## config.mk

```make
export PLATFORM = sky130hd
export DESIGN_NAME = mux_scan
export DESIGN_NICKNAME = d
export VERILOG_FILES = /design/src/rtl/mux_scan.sv
export SDC_FILE = /design/constraint.sdc
export NUM_CORES = 1
export LEC_CHECK = 0
export CORE_AREA = 2 2 39 41
export CTS_CLUSTER_SIZE = 24
export DETAILED_ROUTE_END_ITERATION = 7
export DIE_AREA = 0 0 41 43
export PLACE_DENSITY = 0.7
export SETUP_SLACK_MARGIN = 0.1
export SYNTH_ARGS = -nofsm -noshare
export SYNTH_HDL_FRONTEND = slang
export SYNTH_SLANG_ARGS = --single-unit
```

## constraint.sdc

```tcl
create_clock -name clk -period 2.1 [get_ports clk]
set_clock_uncertainty 0.1 [all_clocks]
set_input_delay 0.42 -clock clk [delete_from_list [all_inputs] [get_ports clk]]
set_output_delay 0.42 -clock clk [all_outputs]
set_load 0.1 [all_outputs]
```

## src/rtl/mux_scan.sv

```systemverilog
// Registered CHANNELS:1 word multiplexer. The select register is either
// loaded explicitly or stepped through every channel with a fixed dwell time.
module mux_scan #(
  parameter int WIDTH    = 1,
  parameter int CHANNELS = 4,
  parameter int SEL_W    = 2,
  parameter int DWELL    = 8
) (
  input  logic                      clk,
  input  logic                      rst,
  input  logic [CHANNELS*WIDTH-1:0] data_in,
  input  logic                      mode,
  input  logic                      load,
  input  logic [SEL_W-1:0]          sel_in,
  output logic [WIDTH-1:0]          data_out,
  output logic [SEL_W-1:0]          sel_out,
  output logic                      step,
  output logic                      wrap,
  output logic                      err
);

  localparam int CNT_W = (DWELL > 1) ? $clog2(DWELL) : 1;
  localparam logic [SEL_W:0]   CH_LIM   = (SEL_W+1)'(CHANNELS);
  localparam logic [SEL_W-1:0] SEL_LAST = SEL_W'(CHANNELS - 1);
  localparam logic [CNT_W-1:0] CNT_LAST = CNT_W'(DWELL - 1);

  typedef enum logic {
    MANUAL = 1'b0,
    SCAN   = 1'b1
  } state_t;

  state_t            state_r, state_s;
  logic [SEL_W-1:0]  sel_r, sel_s;
  logic [CNT_W-1:0]  cnt_r, cnt_s, cnt_adv_s;
  logic              step_r, step_s;
  logic              wrap_r, wrap_s;
  logic              err_r, err_s;
  logic              valid_load_s;
  logic [WIDTH-1:0]  data_r, word_s;

  // Word selection; an out-of-range select matches no channel and yields zero.
  always_comb begin
    word_s = '0;
    for (int k = 0; k < CHANNELS; k++) begin
      word_s = word_s | ({WIDTH{sel_r == SEL_W'(k)}} & data_in[k*WIDTH +: WIDTH]);
    end
  end

  // Mode FSM plus select/dwell next state with load > scan advance priority.
  always_comb begin
    state_s      = state_r;
    sel_s        = sel_r;
    cnt_adv_s    = cnt_r;
    step_s       = 1'b0;
    wrap_s       = 1'b0;
    err_s        = 1'b0;
    valid_load_s = load & ({1'b0, sel_in} < CH_LIM);

    case (state_r)
      MANUAL:  if (mode) state_s = SCAN;   else state_s = MANUAL;
      SCAN:    if (mode) state_s = SCAN;   else state_s = MANUAL;
      default: state_s = MANUAL;
    endcase

    if (valid_load_s) begin
      sel_s     = sel_in;
      cnt_adv_s = '0;
      step_s    = (sel_in != sel_r);
    end else begin
      err_s = load;
      // Advancing only while staying in SCAN keeps sel intact across a mode change.
      if (state_r == SCAN && state_s == SCAN) begin
        if (cnt_r == CNT_LAST) begin
          cnt_adv_s = '0;
          step_s    = 1'b1;
          if (sel_r >= SEL_LAST) begin
            sel_s  = '0;
            wrap_s = 1'b1;
          end else begin
            sel_s = sel_r + 1'b1;
          end
        end else begin
          cnt_adv_s = cnt_r + 1'b1;
        end
      end else begin
        cnt_adv_s = cnt_r;
      end
    end

    if (state_s != state_r) begin
      cnt_s = '0;
    end else begin
      cnt_s = cnt_adv_s;
    end
  end

  // State and registered outputs.
  always_ff @(posedge clk or posedge rst) begin
    if (rst) begin
      state_r <= MANUAL;
      sel_r   <= '0;
      cnt_r   <= '0;
      step_r  <= 1'b0;
      wrap_r  <= 1'b0;
      err_r   <= 1'b0;
      data_r  <= '0;
    end else begin
      state_r <= state_s;
      sel_r   <= sel_s;
      cnt_r   <= cnt_s;
      step_r  <= step_s;
      wrap_r  <= wrap_s;
      err_r   <= err_s;
      data_r  <= word_s;
    end
  end

  assign data_out = data_r;
  assign sel_out  = sel_r;
  assign step     = step_r;
  assign wrap     = wrap_r;
  assign err      = err_r;

endmodule

```

# [Yosys cells after proc, flatten, opt, wreduce, memory -nomap -nowiden]
# Cells that the tools add are included.
[word_totals] romBits=0 inputBits=10 latch_bits=0 register_bits=9 mem_bits_rw=0 n_memories=0
[classes] eq_ne=6 reduce_logical=6 bitwise=7 addsub=2 order_cmp=1 mul=0 mux=16 div_mod_pow=0 shift=0
[op_table] cell="$mux 3" count=4
[op_table] cell="$mux 1" count=8
[op_table] cell="$mux 2" count=4
[op_table] cell="$and 1x1->1" count=4
[op_table] cell="$eq 2x2->1 const B" count=2
[op_table] cell="$reduce_bool 2->1" count=2
[op_table] cell="$add 3x1->3 const B" count=1
[op_table] cell="$eq 3x3->1 const B" count=1
[op_table] cell="$or 1x1->1" count=3
[op_table] cell="$reduce_bool 3->1" count=1
[op_table] cell="$add 2x1->2 const B" count=1
[op_table] cell="$eq 2x1->1 const B" count=1
[op_table] cell="$ge 2x2->1 const B" count=1
[op_table] cell="$logic_not 2->1" count=1
[op_table] cell="$ne 2x2->1" count=1
[op_table] cell="$reduce_and 2->1" count=1
[op_table] cell="$logic_and 1x1->1" count=1
[op_table] cell="$ne 1x1->1" count=1

# [Logic depth before layout (Yosys ltp)]
# Gate-level depths: netlist of the first run.
[logic_depth] ltp_word=5 depth_mapped=5 mapped_depth_nobuf=5

# [Worst setup path before layout of the first run]
# OpenSTA, ideal clock, no wires.
[synth_timing] kind="reg-to-reg" start="register sel_r[0], in the netlist sel_out[0]" end="register sel_r[1], in the netlist sel_out[1]" setup_time_ps=124 synth_period_minus_slack_ps=1872 t_arrival_ps=1648 setup_slack_ps=228 path_stages_with_launch=5 required_ps=1876 cell_sequence="dfrtp_1 > inv_1 > ha_1 > mux2i_1 > o21ai_1"
[synth_via] elab_chain_cells=5 elab_cells_between_ends=6
[synth_lines] element="start, declared" line="33" source="logic [SEL_W-1:0] sel_r, sel_s;"
[synth_lines] element="start signal, assigned" line="109" source="sel_r <= sel_s;"
[synth_lines] element="$add 2x1->2 or $ge 2x2->1 (tied branches)" line="80, 76"
[synth_lines] element="$mux 2 (*)" line="76" source="if (sel_r >= SEL_LAST) begin"
[synth_lines] element="$mux 2 (*)" line="73" source="if (cnt_r == CNT_LAST) begin"
[synth_lines] element="$mux 2 (*)" line="72" source="if (state_r == SCAN && state_s == SCAN) begin"
[synth_lines] element="$mux 2 (*)" line="65" source="if (valid_load_s) begin"
# Every way passes the cells marked *; elsewhere a longest branch is shown, timed or not. The select of a mux whose other input is x is not followed.
# A chain may end at the register's enable or synchronous reset.

# [Final worst setup path of the first run]
[layout_timing] start="input mode" end="register sel_r[0], in the netlist sel_out[0]"
[layout_via] elab_chain_cells=4
[layout_lines] element="start, declared" line="12" source="input logic mode,"
[layout_lines] element="$mux 1" line="60, 61"
[layout_lines] element="$logic_and 1x1->1" line="72"
[layout_lines] element="$reduce_bool 2->1 (no line)"
[layout_lines] element="$reduce_and 2->1 (no line)"
# Every way passes these cells.

==> results list, run 1 <==
- Via count: 378
* Path type of the worst setup path: in2reg
* Initial standard-cell utilization of the core: 37.0%
* DRC errors left: 0
- Setup violations remaining at the end of the flow were counted as 0.
* Area added between synthesis and finish: 36.4%
- Global placer's final weighted congestion: 0.699
* Switching pwr: 0.169 mW
- Final hold analysis gives a worst-case slack of 0.325 ns.
* Clock sinks: 9
- Synth Net Count: 64
- For this design the static power due to leakage is 0.354 nW.
- Worst-path clk slew: 0.06 ns
* TritonCTS buffer count: 3
- In the global route stage, overall resource usage came out at 13.1%.
* Library cells used by synthesis: 20
- Across the run, the number of max-cap violations was 0.
- Minimum period implied by the final worst setup slack: 1.51 ns
* CTS tree: done
- Net switching is 35.5% of the power.
- Buffers and inverters on the worst path: 1
- Number of global-route vias before repair: 386
- Among all stages on the critical path, the largest delay is contributed by clkdlybuf4s50_1.
- Gr ovfl total: 0
- Synthesis Warnings: 0
- Final antenna-violating net count: 0
- Floorplan die width: 41 um
- In this run the vertical extent of the chip is 43 um.
- At the later pin of the worst-skew pair, clock insertion delay measures 0.25 ns.
* HPWL after DPL: 773 um
* Initial antenna violation count: 0
- The floorplan step defined a die boundary enclosing 0.00176 mm^2.
- Post-CTS timing repair inserted 0 buffers for setup.
* Data required time of the critical path: 2.13 ns
* Detailed-routing iteration count for the pre-antenna-repair pass: 2
- Count of final max-slew check failures: 0
- Sequential share of power: 40.9%
- Worst-case register-to-register setup slack: 0.63 ns
- After detailed placement, the design holds a cell count of 75.
* Initial drt markers: 2
- Worst setup path end: sel_out[0]
- The worst register-to-register path has a depth of 5.
- In this run the critical register-to-register path is captured at sel_out[0].
* Maximum clock rate: 663 MHz
- The worst setup path is captured at a flip-flop.
- Reg-to-reg startpoint: cnt_r[0]
* RSZ-0062 raised after global routing: false
* Cell area after synthesis: 512 um^2
- Along the worst path, the maximum fanout reaches 5.
- Critical path's largest stage delay: 0.44 ns
- Grouping stages by cell kind, the critical path spends the most delay in buffers and inverters.
- After floorplanning, the core was divided into 14 placement rows.
- Launch point of the critical path: mode
- After routing the design area is 698 um^2.
- Sequential cells were found to cover 44.0% of the synthesized design area.
* Commonest non-fill, non-tap cells in the layout: dfrtp_1 (9), clkdlybuf4s50_1 (9), ha_1 (7)
* Wirelength per Cell: 11.9 um
- After layout, the worst path uses 71.9% of the clock period.
* Ant. Diodes: 0
* Cell count after synthesis: 47
- Synthesized flop and latch total: 9
- The worst setup path is launched from an input pin.
- Critical-path cell list: clkdlybuf4s50_1 > ha_1 > nand2_2 > mux2i_1 > o21ai_1
- Entering global routing, the biggest net connects 11 pins.
- Setup slack closes at 0.591 ns.
- Quantity of gates resized following cts: 0
- No sink is reached through more buffers than the 2 on the longest clock path.
* Number of fillers in the final layout: 124
- After detailed placement, the total cell area comes to 672 um^2.
- OpenSTA, run right after detailed placement, puts the worst setup slack at 0.320 ns.
- Net count, final: 81
* Maximum vdd drop: 0.369 mV
- In this run the clock root is driven by a clkbuf_4.
- Detailed-route vias per instance: 4.78
* Clock network fraction of design power: 27.0%
- Detailed Route WL: 939 um
- Class of the most critical hold timing path: in2async
* Sum of negative setup slack: 0 ns
- Status: finished, final reports clean
* Mean instance size in the synthesized netlist: 10.9 um^2
* Cell area power density: 683 mW/mm^2
* Hold violation count in the final report: 0
* Power share of the combinational group: 32.1%
- For this design, the CTS-stage hold fixing added 0 buffers.
- Port Buffer Count: 14
- IO Count: 16
- Counting buffers and inverters, the worst setup path is 5 cells deep.
* WP data arrival: 1.54 ns
- Cells with a size suffix above 1 make up 19.0% of the layout.
* Final instance count without filler cells: 79
- Core box area: 0.00138 mm^2
- Pint: 0.308 mW
* First-pass GRT wire length: 1.50 mm
- Htree depth: 1
-- how the worst min path moves through the flow --
stage,depth (start not counted),endpoint,from,slack (ns)
floorplan,1,cnt_r[0],rst,0.15
global placement,2,cnt_r[1],cnt_r[1],0.44
detailed placement,2,cnt_r[1],cnt_r[1],0.45
CTS,2,cnt_r[1],rst,0.33
global route,2,sel_out[1],rst,0.36
finish,2,cnt_r[1],rst,0.32
-- power groups by stage --
stage	clock [mW]	sequential [mW]	combinational, mW
after floorplan	0	0.257	0.0443
after global placement	0	0.198	0.153
after detailed placement	0	0.198	0.153
after CTS	0.132	0.195	0.155
after global routing	0.144	0.197	0.164
final	0.129	0.195	0.153
-- registers in the layout (all words and copies together), names as in the netlist --
name / count
sel_out: 2
data_out: 1
cnt_r: 3
state_r: 1
step: 1
wrap: 1
-- cells in the mapped netlist --
cell type	number	area (um^2)
and3b_1	1	8.76
buf_4	1	7.51
nand2_2	1	6.26
nor3_1	1	5.00
nor3b_1	1	7.51
nor3b_2	1	12.5
o21ai_0	2	10.0
mux2i_1	3	30.0
xor2_1	2	17.5
conb_1	1	3.75
o21ai_1	2	10.0
a21oi_1	2	10.0
nor3_2	2	20.0
a22oi_1	2	15.0
nor2_1	1	3.75
dfrtp_1	9	225
inv_1	4	15.0
ha_1	7	87.6
nand2_1	3	11.3
buf_2	1	5.00
-- stage by stage --
step | total power, mW | util [%]
final | 0.477 | 50.5
after CTS | 0.482 | 50.5
after floorplan | 0.301 | -
after global routing | 0.505 | 50.5
after global placement | 0.351 | 48.6
after detailed placement | 0.352 | 48.6
-- layout make-up --
class	instances	area (um^2)	area share (%)
flip-flops and latches	9	225	32.3
multi-input cells	32	259	37.1
clock buffers	4	26.3	3.76
well taps	16	20.0	2.87
inverters	4	15.0	2.15
repair buffers	14	153	21.9
-- routing by layer --
| layer | vias up | share of wire (%) | global-route usage (%) | routed length [um] |
|---|---|---|---|---|
| met2 | 12 | 48 | 20.3 | 455 |
| li1 | 188 | - | - | - |
| met1 | 174 | 43 | 14.5 | 407 |
| met4 | 0 | 3.3 | 10.0 | 31 |
| met5 | - | 0 | 0 | 0 |
| met3 | 4 | 4.8 | 3.14 | 45 |
-- worst reg2reg max path: stages, from the launching register on --
cell     delay [ns]
dfrtp_1        0.40
ha_1           0.22
ha_1           0.23
nand2_2        0.12
mux2i_1        0.20
o21ai_1        0.08
-- cells by family (layout without fill, tap and decap cells) --
family | count (synthesis) | in the layout | share of synthesized area [%]
compound gates | 8 | 8 | 8.80
xor+xnor | 2 | 2 | 3.42
fa+ha+maj | 7 | 7 | 17.1
buf+inv | 6 | 22 | 5.38
flops | 9 | 9 | 44.0
mux | 3 | 3 | 5.87
other cells | 1 | 1 | 0.733
simple gates | 11 | 11 | 14.7
Note: power is estimated with default switching activity, not from simulation.
==> run 2, diff against run 1 <==
clock period = 1.5 ns   (was 2.1 ns; I/O delays follow)
==> run 2 against run 1 <==
Against the previous run:
- sequential cell count is the same
- register-to-register slack worse by 0.50 ns
- wire length rose by 2.6%
- critical path depth unchanged
- die area did not move
- global-route usage grew 0.92 points
- worst setup slack worse by 0.46 ns
- sequential share of layout area decreased by 3.1 points
- core utilization increased by 7.2 points
- count of clock-buffer cells in the layout stayed put
- critical path type is now reg2reg
- largest cell class unchanged
- highest routed layer unchanged
==> results list, run 2 (synthesis results as in run 1) <==
- Setup repair after global routing could not meet its margin everywhere.
- Data required time of the critical path: 1.54 ns (-0.59 ns)
* Slowest cell on the critical path: dfrtp_1
- The remaining antenna violation count after routing came to 0 (unchanged).
* Clock network fraction of design power: 26.3% (-0.7 points)
* Maximum clock rate: 728 MHz
- Worst-path clk slew: 0.06 ns (about the same)
* Total track usage: 14.1% (+0.92 points)
- Reg-to-reg startpoint: cnt_r[0]
* Clock sinks: 9 (unchanged)
- Worst-case register-to-register setup slack: 0.13 ns (-0.50 ns)
* Sequential share of power: 39.7% (-1.2 points)
* Maximum vdd drop: 0.408 mV (+11%)
- Max cap viols: 0 (unchanged)
- TritonCTS built the clock tree.
* Static leakage: 0.388 nW (+9.9%)
- Number of fillers in the final layout: 114 (-8.1%)
* Share of final-layout standard cells stronger than drive strength 1: 32.8% (+14 points)
- The maximum root-to-sink buffer count is 2 (unchanged).
- Launching element type of the critical path: flip-flop
- Detailed-route vias per instance: 4.65 (-2.8%)
- The CTS buffer count is 3 (unchanged).
- Critical path's largest stage delay: 0.39 ns (-0.05 ns)
- From synthesis to final layout, the design area changed by 56.0%.
- Initial antenna violation count: 0 (unchanged)
- Gr ovfl total: 0 (unchanged)
* Register with the most flip-flops: cnt_r
* Critical-path cell list: ha_1 > ha_4 > nand2_4 > mux2i_1 > o21ai_1
- Worst reg-to-reg path cell count: 5 (unchanged)
* Status: finished, final reports clean
- The switching power total is 0.248 mW (+47%).
- Path type of the worst setup path: reg2reg
* Area of the die: 0.00176 mm^2 (unchanged)
* Floorplan die width: 41 um (unchanged)
* CTS Hold Bufs: 0 (unchanged)
- The number of detailed-routing iterations run before antenna repair is 5 (+3).
* Hold violation count in the final report: 0 (unchanged)
* Initial drt markers: 5 (+3)
- Commonest non-fill, non-tap cells in the layout: clkdlybuf4s50_1 (9), dfrtp_1 (7), ha_1 (5), buf_12 (5), buf_4 (4)
- In this run the worst hold path is classified as in2async.
- Net count, final: 85 (+4.9%)
* Number of flip-flops under the largest register name: 3 (unchanged)
- The number of port buffers was 14 (unchanged).
- Detailed Route WL: 963 um (+2.6%)
* Count of final max-slew check failures: 0 (unchanged)
- Via count: 386 (+2.1%)
- Worst-Skew Late Latency: 0.26 ns (about the same)
- The H-tree depth is 1 (unchanged).
- Endpoints failing setup: 0 (unchanged)
- The number of global-route vias before repair came to 385 (-0.26%).
* Share of the cycle needed by the critical path after routing: 91.5%
* Capture instance of the worst register-to-register path: sel_out[0]
- The number of antenna cells inserted is 0 (unchanged).
- Type of element capturing the critical path: flip-flop
- HPWL after DPL: 737 um (-4.6%)
- In this run the clock root is driven by a clkbuf_4.
- The final RePlAce weighted congestion came to 0.755 (+7.9%).
* Pint: 0.459 mW (+49%)
- IO Count: 16 (unchanged)
- The worst path in the final design needs a cycle of 1.37 ns, including I/O delays and setup.
* Worst setup margin: 0.127 ns (-0.464 ns)
* Wirelength per Cell: 11.6 um (-2.4%)
* Crit path max fanout: 3 (-2)
- The pin count of the biggest net entering global routing is 10 (-1).
- Leaving out fill and tap cells, the most frequent cell in the layout is clkdlybuf4s50_1.
- The power per standard cell area was 886 mW/mm^2 (+30%).
* Power share of the combinational group: 34.1% (+2.0 points)
- Num rows: 14 (unchanged)
- The number of remaining DRC errors is 0 (unchanged).
- The first-pass GRT wire length came to 1.66 mm (+10%).
- The worst endpoint data arrival time was 1.42 ns (-0.12 ns).
- The setup slack after placement was -0.137 ns (-0.458 ns).
- Die H: 43 um (unchanged)
* Core box area: 0.00138 mm^2 (unchanged)
* Initial standard-cell utilization of the core: 37.0% (unchanged)
- The final hold slack was 0.200 ns (-0.125 ns).
- Switching part of the total: 35.1% (-0.33 points)
[run 2: final cells by class]
| cell class | count | area, um^2 | share of cell area, % |
|---|---|---|---|
| Timing Repair Buffer | 18 | 220 | 27.6 |
| Clock buffer | 4 | 26.3 | 3.29 |
| Sequential cell | 9 | 233 | 29.2 |
| Inverter | 4 | 15.0 | 1.88 |
| Tap cell | 16 | 20.0 | 2.51 |
| Multi-Input combinational cell | 32 | 284 | 35.6 |
[run 2: worst max-delay path, delay by kind of cell, from the launching register on]
family	cells	cell delay, ns
compound gates	1	0.08
fa+ha+maj	2	0.43
flops	1	0.39
mux	1	0.19
simple gates	1	0.07
[run 2: power by group through the flow]
stage               logic [mW]  registers, mW  clock network (mW)
floorplan               0.0618          0.365                   0
global placement         0.236          0.285                   0
finish                   0.241          0.280               0.186
global route             0.256          0.282               0.207
detailed placement       0.238          0.285                   0
CTS                      0.240          0.281               0.190
[run 2: metal layers]
layer	GRT usage [%]	vias to the layer above	routed length, um
li1	-	196	-
met5	0	-	0
met4	8.00	0	22
met2	18.8	11	447
met3	4.71	4	48
met1	19.1	175	445
[run 2: how the worst max path moves through the flow]
stage                     from         end  slack (ns)  cells past startpoint
finish                cnt_r[0]  sel_out[0]        0.13                      5
floorplan           sel_out[1]  sel_out[1]        0.11                      4
global placement          mode  sel_out[0]       -0.10                      5
global route        sel_out[0]  sel_out[0]         0.1                      1
CTS                       mode        wrap        0.10                      5
detailed placement        mode  sel_out[0]       -0.14                      5
[run 2: stage by stage]
step                area (um^2)  cells  setup TNS [ns]  utilization [%]  total power, mW
CTS                         776     83               0             56.1            0.711
finish                      798     83               0             57.7            0.707
global placement            732     77          -0.365             52.9            0.522
detailed placement          732     77          -0.641             52.9            0.524
global route                798     83               0             57.7            0.745
floorplan                   519     47               0                -            0.426
[run 2: repair_timing]
action                                  4_1_cts  5_1_grt
pin swaps                                     1        0
setup buffers                                 2        0
gates resized for setup                       1        4
endpoints found under the setup margin        2        5
hold endpoints to repair                      0        0
cloned                                        0        0
==> run 3, diff against run 2 <==
GPL_ROUTABILITY_DRIVEN = 0   (was default)
HOLD_SLACK_MARGIN = 0.08   (was default)
==> results of run 3 <==
The final DEF is identical to that of run 2; final timing and power are the same.
